[src/rtl/serial_and16_if.sv]
`default_nettype none
// ============================================================================
//  Module      : serial_and16_if
//  Description : Operand/result handshake bundle for serial_and16.
//                master = producer/consumer side, slave = serial_and16.
//                in_valid/in_ready/in0/in1 : operand handshake
//                out_valid/out_ready/out   : result handshake
//                busy                      : operation in flight
//  Revision    : 1.0 - initial release
// ============================================================================
interface serial_and16_if #(
    parameter int WIDTH = 16
);
    logic             in_valid;
    logic             in_ready;
    logic [WIDTH-1:0] in0;
    logic [WIDTH-1:0] in1;
    logic             out_valid;
    logic             out_ready;
    logic [WIDTH-1:0] out;
    logic             busy;

    modport master (
        output in_valid, in0, in1, out_ready,
        input  in_ready, out_valid, out, busy
    );

    modport slave (
        input  in_valid, in0, in1, out_ready,
        output in_ready, out_valid, out, busy
    );
endinterface
`default_nettype wire

[src/rtl/serial_and16.sv]
`default_nettype none
// ============================================================================
//  Module      : serial_and16
//  Description : Bit-serial bitwise AND of two WIDTH-bit operands. One 1-bit
//                AND gate processes one bit per clock, LSB first; the result
//                is presented over a valid/ready handshake.
//  Ports       : clk   - sole clock, rising edge
//                reset - asynchronous, active-high
//                bus   - serial_and16_if.slave (operand/result handshakes,
//                        busy status)
//  Revision    : 1.0 - initial release
// ============================================================================
module serial_and16 #(
    parameter int WIDTH = 16
) (
    input  wire logic        clk,
    input  wire logic        reset,
    serial_and16_if.slave    bus
);

    localparam int            c_cnt_w = (WIDTH > 1) ? $clog2(WIDTH) : 1;
    localparam logic [c_cnt_w-1:0] c_last = c_cnt_w'(WIDTH - 1);

    typedef enum logic [1:0] {
        IDLE  = 2'd0,
        SHIFT = 2'd1,
        DONE  = 2'd2
    } state_t;

    state_t               r_state;
    state_t               w_state_next;
    logic [WIDTH-1:0]     r_a;
    logic [WIDTH-1:0]     r_b;
    logic [WIDTH-1:0]     r_r;
    logic [WIDTH-1:0]     r_out;
    logic [c_cnt_w-1:0]   r_cnt;
    wire logic            w_bit;
    logic [WIDTH-1:0]     w_r_next;
    logic                 w_last;

    // The single AND gate of the datapath.
    and u_and (w_bit, r_a[0], r_b[0]);

    // Result bits enter at the MSB and migrate down, so after WIDTH shifts
    // the LSB of the operands lands in bit 0.
    assign w_r_next = {w_bit, r_r[WIDTH-1:1]};
    assign w_last   = (r_cnt == c_last);

    // ------------------------------------------------------------------
    // FSM state register
    // ------------------------------------------------------------------
    always_ff @(posedge clk or posedge reset) begin
        if (reset) begin
            r_state <= IDLE;
        end else begin
            r_state <= w_state_next;
        end
    end

    // ------------------------------------------------------------------
    // FSM next-state logic
    // ------------------------------------------------------------------
    always_comb begin
        w_state_next = r_state;
        case (r_state)
            IDLE:    if (bus.in_valid)  w_state_next = SHIFT;
            SHIFT:   if (w_last)        w_state_next = DONE;
            DONE:    if (bus.out_ready) w_state_next = IDLE;
            default:                    w_state_next = IDLE;
        endcase
    end

    // ------------------------------------------------------------------
    // Datapath: operand shift registers, accumulator, counter, result
    // ------------------------------------------------------------------
    always_ff @(posedge clk or posedge reset) begin
        if (reset) begin
            r_a   <= '0;
            r_b   <= '0;
            r_r   <= '0;
            r_cnt <= '0;
            r_out <= '0;
        end else begin
            case (r_state)
                IDLE: begin
                    if (bus.in_valid) begin
                        r_a   <= bus.in0;
                        r_b   <= bus.in1;
                        r_r   <= '0;
                        r_cnt <= '0;
                    end
                end
                SHIFT: begin
                    r_r <= w_r_next;
                    r_a <= r_a >> 1;
                    r_b <= r_b >> 1;
                    // Counter parks at the last value; only acceptance clears it.
                    if (w_last) begin
                        r_out <= w_r_next;
                    end else begin
                        r_cnt <= r_cnt + c_cnt_w'(1);
                    end
                end
                default: begin
                end
            endcase
        end
    end

    // All outputs come from registers or state decode only.
    assign bus.in_ready  = (r_state == IDLE);
    assign bus.out_valid = (r_state == DONE);
    assign bus.busy      = (r_state != IDLE);
    assign bus.out       = r_out;

endmodule
`default_nettype wire

[src/flat_wrapper.sv]
// flat-port wrapper written by rule: the top's interface ports become plain ports
module serial_and16_flat 
#(
    parameter int WIDTH = 16
)
  (clk, reset, bus_in_valid, bus_in0, bus_in1, bus_out_ready, bus_in_ready, bus_out_valid, bus_out, bus_busy);
  serial_and16_if #(.WIDTH(WIDTH)) bus_i ();
  input  wire logic clk;
  input  wire logic reset;
  input wire logic [$bits(bus_i.in_valid)-1:0] bus_in_valid;
  input wire logic [$bits(bus_i.in0)-1:0] bus_in0;
  input wire logic [$bits(bus_i.in1)-1:0] bus_in1;
  input wire logic [$bits(bus_i.out_ready)-1:0] bus_out_ready;
  output wire logic [$bits(bus_i.in_ready)-1:0] bus_in_ready;
  output wire logic [$bits(bus_i.out_valid)-1:0] bus_out_valid;
  output wire logic [$bits(bus_i.out)-1:0] bus_out;
  output wire logic [$bits(bus_i.busy)-1:0] bus_busy;
  assign bus_i.in_valid = bus_in_valid;
  assign bus_i.in0 = bus_in0;
  assign bus_i.in1 = bus_in1;
  assign bus_i.out_ready = bus_out_ready;
  assign bus_in_ready = bus_i.in_ready;
  assign bus_out_valid = bus_i.out_valid;
  assign bus_out = bus_i.out;
  assign bus_busy = bus_i.busy;
  serial_and16 #(.WIDTH(WIDTH)) u_core (.clk(clk), .reset(reset), .bus(bus_i));
endmodule
[config.mk]
export PLATFORM = sky130hd
export DESIGN_NAME = serial_and16_flat
export DESIGN_NICKNAME = d
export VERILOG_FILES = /design/src/rtl/serial_and16_if.sv /design/src/rtl/serial_and16.sv /design/src/flat_wrapper.sv
export SDC_FILE = /design/constraint.sdc
export NUM_CORES = 1
export LEC_CHECK = 0
export ABC_AREA = 1
export CAP_MARGIN = 20
export CORE_MARGIN = 4
export CORE_UTILIZATION = 25
export CTS_CLUSTER_DIAMETER = 60
export DETAILED_ROUTE_END_ITERATION = 8
export PLACE_DENSITY = 0.48
export REMOVE_ABC_BUFFERS = 1
export SLEW_MARGIN = 10
export SYNTH_ARGS = -nofsm -noshare
export SYNTH_HDL_FRONTEND = slang
export SYNTH_SLANG_ARGS = --single-unit
[constraint.sdc]
create_clock -name clk -period 2.9 [get_ports clk]
set_input_delay 0.58 -clock clk [delete_from_list [all_inputs] [get_ports clk]]
set_output_delay 0.58 -clock clk [all_outputs]
set_load 0.005 [all_outputs]
* Word-level counts from Yosys, hierarchy flattened *
Index checks and enable logic that the tools add are counted.

word-level totals
  output and inout port bits = 19
  logic and storage cells = 35
  input bits = 36
  bits in registers = 70

operators by class
  reduce and logical (&&, ||, !) cells = 7
  eq/ne operators = 7
  bitwise gates (word level) = 1
  multiplexer cells = 13
  add/sub/neg operators = 1

operator list
  operator               number
  $pmux W16 S2           3
  $mux W16               3
  $mux W4                2
  $pmux W4 S2            1
  $mux W2                3
  $ne A2 B2 Y1 const B   3
  $pmux W2 S3            1
  $reduce_and A3 Y1      2
  $add A4 B1 Y4 const B  1
  $eq A4 B4 Y1 const B   1
  $reduce_and A2 Y1      2
  $reduce_bool A2 Y1     2
  $eq A2 B1 Y1 const B   1
  $eq A2 B2 Y1 const B   1
  $logic_not A2 Y1       1
  $ne A2 B1 Y1 const B   1
  $and A1 B1 Y1          1

* Depth between registers and ports, before layout *
  word-level depth = 3
  gate-level depth with buffers = 8
  mapped depth without buffers = 7

* Least setup slack after synthesis *
Ideal clock, no wire load.

  path type = reg2reg
  start point = register u_core.r_cnt[0]
  end point = register u_core.r_out[10], in the netlist u_core.bus.out[10]
  data required time = 2.824 ns
  arrival = 1.310 ns
  cell stages (with the launch flop) = 8
  slack = 1.514 ns
  buffers on the path = 1
  setup time = 0.076 ns
  cell sequence = dfrtp_1 ha_1 nand3_1 inv_1 nand2_1 clkbuf_1 nand2_1 o21ai_1

between the ends
  cells in the longest elaborated chain, start to end = 2

ends and longest elaborated chain
  element                      line                 RTL
  start, declared              serial_and16.sv:36   logic [c_cnt_w-1:0] r_cnt;
  start signal, assigned       serial_and16.sv:101  r_cnt <= r_cnt + c_cnt_w'(1);
  $eq A4 B4 Y1                 serial_and16.sv:47   assign w_last = (r_cnt == c_last);
  $reduce_and A2 Y1 (no line)  -
  end signal, assigned         serial_and16.sv:99   r_out <= w_r_next;
  end, declared                serial_and16.sv:35   logic [WIDTH-1:0] r_out;

No other way between the ends.
A chain may end at the register's enable or synchronous reset.

* Final worst setup path *
  start point = register u_core.r_state[0]
  end point = output port bus_in_ready

between the ends
  cells in the longest elaborated chain, start to end = 1

ends and longest elaborated chain
  element                 line                 RTL
  start, declared         serial_and16.sv:30   state_t r_state;
  start signal, assigned  serial_and16.sv:56   r_state <= w_state_next;
  $logic_not A2 Y1        serial_and16.sv:111  assign bus.in_ready = (r_state == IDLE);
  end, declared           flat_wrapper.sv:14   output wire logic [$bits(bus_i.in_ready)-1:0] bus_in_ready;

No other way between the ends.

==> reports/qor.csv <==
stage,metric,value,unit
synth,share of the synthesized area in the top cell type,56.8,%
timing,Worst-Margin Slew,0.670,ns
placement,DP Wirelength,4190,um
power_and_ir_drop,Worst VDD drop,267,uV
route,DRT Wirelength,6290,um
synth,"area leader, netlist",dfrtp_1,
placement,Final GP Congestion,0.700,
synth,post-synthesis compound-gate area fraction,16.3,%
synth,XOR/XNOR share of the synthesized area,0,%
worst_setup_path,Worst setup EP type,output pin,
route,drt wl/cell,11.5,um
clock_network,clock buffer count from CTS,9,
clock_network,hold_buf cts,0,
floorplanning,die area,14000,sq um
synth,"Avg Cell Area, Syn",8.86,sq um
synth,mux share of post-synthesis cell area,0,%
synth,combinational family with the most area after synthesis,compound AO/OA/AOI/OAI gates,
synth,Synth Register Bits,69,
clock_network,CTS tree,done,
final_layout,Finished Layout Cells,545,
power_and_ir_drop,Power Total,3.86,mW
clock_network,Clock Latency Late Sink,0.32,ns
final_layout,Fillers,1263,
grt,GRT Overall Usage,9.70,%
grt,global route total overflow,0,
clock_network,Post-CTS Setup Bufs,0,
placement,number of buffers added on ports,54,
timing,Rel. slew slack,55.2,%
worst_setup_path,Arrival @ worst endpoint,1.49,ns
placement,Post-DP Area,3650,sq um
route,post-route ant nets,0,
timing,Finish-stage setup viols,0,
floorplanning,Core Rows,40,
worst_setup_path,Buf/Inv on CP,1,
placement,placed cell count,529,
floorplanning,chip height,118,um
synth,"Cell Area, Synth",3040,sq um
clock_network,Clock H-tree levels,3,
final_layout,final net count,430,
status,status,finished clean,
worst_setup_path,Worst Setup Path Type,flop to output pin,
timing,Final Max Tran Viols,0,
worst_setup_path,CP Cell Sequence,nor2_4 -> clkdlybuf4s50_1,
timing,post-layout min period,2.07,ns
route,Vias,2330,
power_and_ir_drop,Power Dens Cells,978,nW/um^2
timing,final hold vios,0,
synth,Gate Count Post-Synth,343,
route,vias per cell,4.28,
worst_hold_path,HP Class,flop to flop,
route,DRC violations left,0,
final_layout,Area Overhead vs Synth,29.8,%
final_layout,diode count,0,
worst_setup_path,startpoint types,flop,
worst_setup_path,kind of cell adding the most delay to the critical path,buffers and inverters,
timing,setup TNS,0,ns
timing,RSZ-0062 raised after global routing,false,
timing,final worst-path cycle share,71.3,%
synth,Netlist cell types,22,
synth,simple-gate share of the synthesized area,14.7,%
final_layout,share of cells above drive strength 1,7.54,%
synth,top post-synthesis cells by area,"dfrtp_1, nand2_1, o21ai_0, o21ai_1, inv_1",
final_layout,final instance area,3950,sq um
worst_setup_path,flop2flop setup slack,1.16,ns
power_and_ir_drop,P_leak,1.77,nW
grt,largest net degree at the start of global routing,75,
worst_setup_path,CP peak stage delay,0.52,ns
synth,Synth warnings,0,
timing,Worst Skew,0.00591,ns
clock_network,cts repair resizes,0,
floorplanning,Core Region,12000,sq um
floorplanning,Initial Util,25.4,%
route,DR iter-0 viols,114,
synth,register area share after synthesis,56.8,%
grt,first-pass GRT wire length,11100,um
timing,Max Fclk,484,MHz
clock_network,Clock transition at path regs,0.06,ns
floorplanning,Ports,55,
worst_setup_path,CP max-delay cell,clkdlybuf4s50_1,
synth,Synth Area in Adders,0.412,%
worst_setup_path,worst-path fanout max,5,
job,Max Cap Violations,0,
clock_network,clk sinks,69,
grt,initial antenna violation count,0,
worst_setup_path,WP data required,2.32,ns
clock_network,clk root buf,clkbuf_16,
floorplanning,width of the chip,118,um
clock_network,Max Buffers Root-to-Sink,2,
grt,vias in the first global route,2428,
route,DRT Pass-1 Iters,4,
==> worst paths after layout <==
| path | startpoint | end | depth (start not counted) |
|---|---|---|---|
| setup / recovery | u_core.r_state[0]$_DFFE_PP0P_ | bus_in_ready | 2 |
| hold / removal | u_core.bus.out[0]$_DFFE_PP0P_ | u_core.bus.out[0]$_DFFE_PP0P_ | 2 |
| setup reg to reg | u_core.r_state[0]$_DFFE_PP0P_ | u_core.bus.out[5]$_DFFE_PP0P_ | 6 |
| hold reg to reg | u_core.bus.out[0]$_DFFE_PP0P_ | u_core.bus.out[0]$_DFFE_PP0P_ | 2 |
| max in group asynchronous | reset | u_core.bus.out[14]$_DFFE_PP0P_ | 3 |
| min in group asynchronous | reset | u_core.r_a[11]$_DFFE_PP0P_ | 2 |
==> logic make-up after synthesis <==
group                    Yosys count
AND/OR/NAND/NOR                  108
buffers and inverters             71
adder cells (fa/ha/maj)            1
AO/OA/AOI/OAI                     94
flip-flops                        69
==> flip-flops by register name, summed over array words and instances, names as in the netlist <==
name and count:
u_core.r_r 15, u_core.r_state 2, u_core.bus.out 16, u_core.r_b 16
u_core.r_cnt 4, u_core.r_a 16
==> placed cells by master (no fill, tap or decap), types with 2 or more instances in the layout <==
cell type,synthesis,layout
nand2_1,87,87
dfrtp_1,69,69
clkdlybuf4s50_1,0,54
inv_1,49,48
o21ai_0,38,38
o21ai_1,37,37
o22ai_1,13,13
nand3_1,12,12
clkbuf_16,0,9
buf_4,1,4
inv_2,2,3
nand2_2,3,3
a21oi_1,3,3
clkinv_4,0,3
nor2_1,2,2
o211ai_1,2,2
clkinv_2,0,2
==> cells in the mapped netlist <==
master and instances:
dfrtp_1 69, buf_2 5, nand3_1 12, o211ai_1 2, a21oi_1 3, o21ai_1 37, o31ai_1 1, nand2_4 1
nor2_4 1, or2_2 1, ha_1 1, nand2_2 3, clkbuf_1 3, o21ai_0 38, inv_1 49, buf_4 1
buf_6 11, nor2_1 2, nand4_1 1, nand2_1 87, inv_2 2, o22ai_1 13
==> stage by stage <==
| step | setup slack (ns) | utilization (%) | hold slack [ns] |
|---|---|---|---|
| floorplan | 0.580 | - | 0.465 |
| global placement | 1.01 | 30.5 | 0.463 |
| detailed placement | 0.959 | 30.5 | 0.464 |
| CTS | 0.809 | 33.0 | 0.478 |
| global route | 0.770 | 33.0 | 0.516 |
| finish | 0.833 | 33.0 | 0.468 |
==> report_power, final <==
part	internal, mW	switching (mW)
registers	1.32	0.148
logic	0.545	0.774
clock network	0.669	0.410
total	2.53	1.33
==> area by class of cell <==
type                            count  area, sq um  share of cell area (%)
Inverter                           51          191                    4.85
Tap cell                          147          184                    4.66
Clock buffer                        9          225                    5.71
Timing Repair Buffer               59          591                    15.0
Clock inverter                      7         75.1                    1.90
Sequential cell                    69         1730                    43.7
Multi-Input combinational cell    203          955                    24.2
==> worst register-to-register path: stages, from the launching register on <==
cell and delay [ns]:
dfrtp_1 0.45, inv_1 0.06, nor2_1 0.52, nand2_1 0.16, buf_4 0.26, nand2_1 0.11
o21ai_1 0.07
==> layer usage <==
layer  global-route usage [%]  wire, um  share of wire, %  up-vias
met3                     3.06       194               3.1        6
li1                         -         -                 -     1201
met4                     3.08        61              0.97        0
met2                     16.1      2930                47       37
met5                        0         0                 0        -
met1                     12.0      3110                49     1086
(Power assumes the default switching activity.)
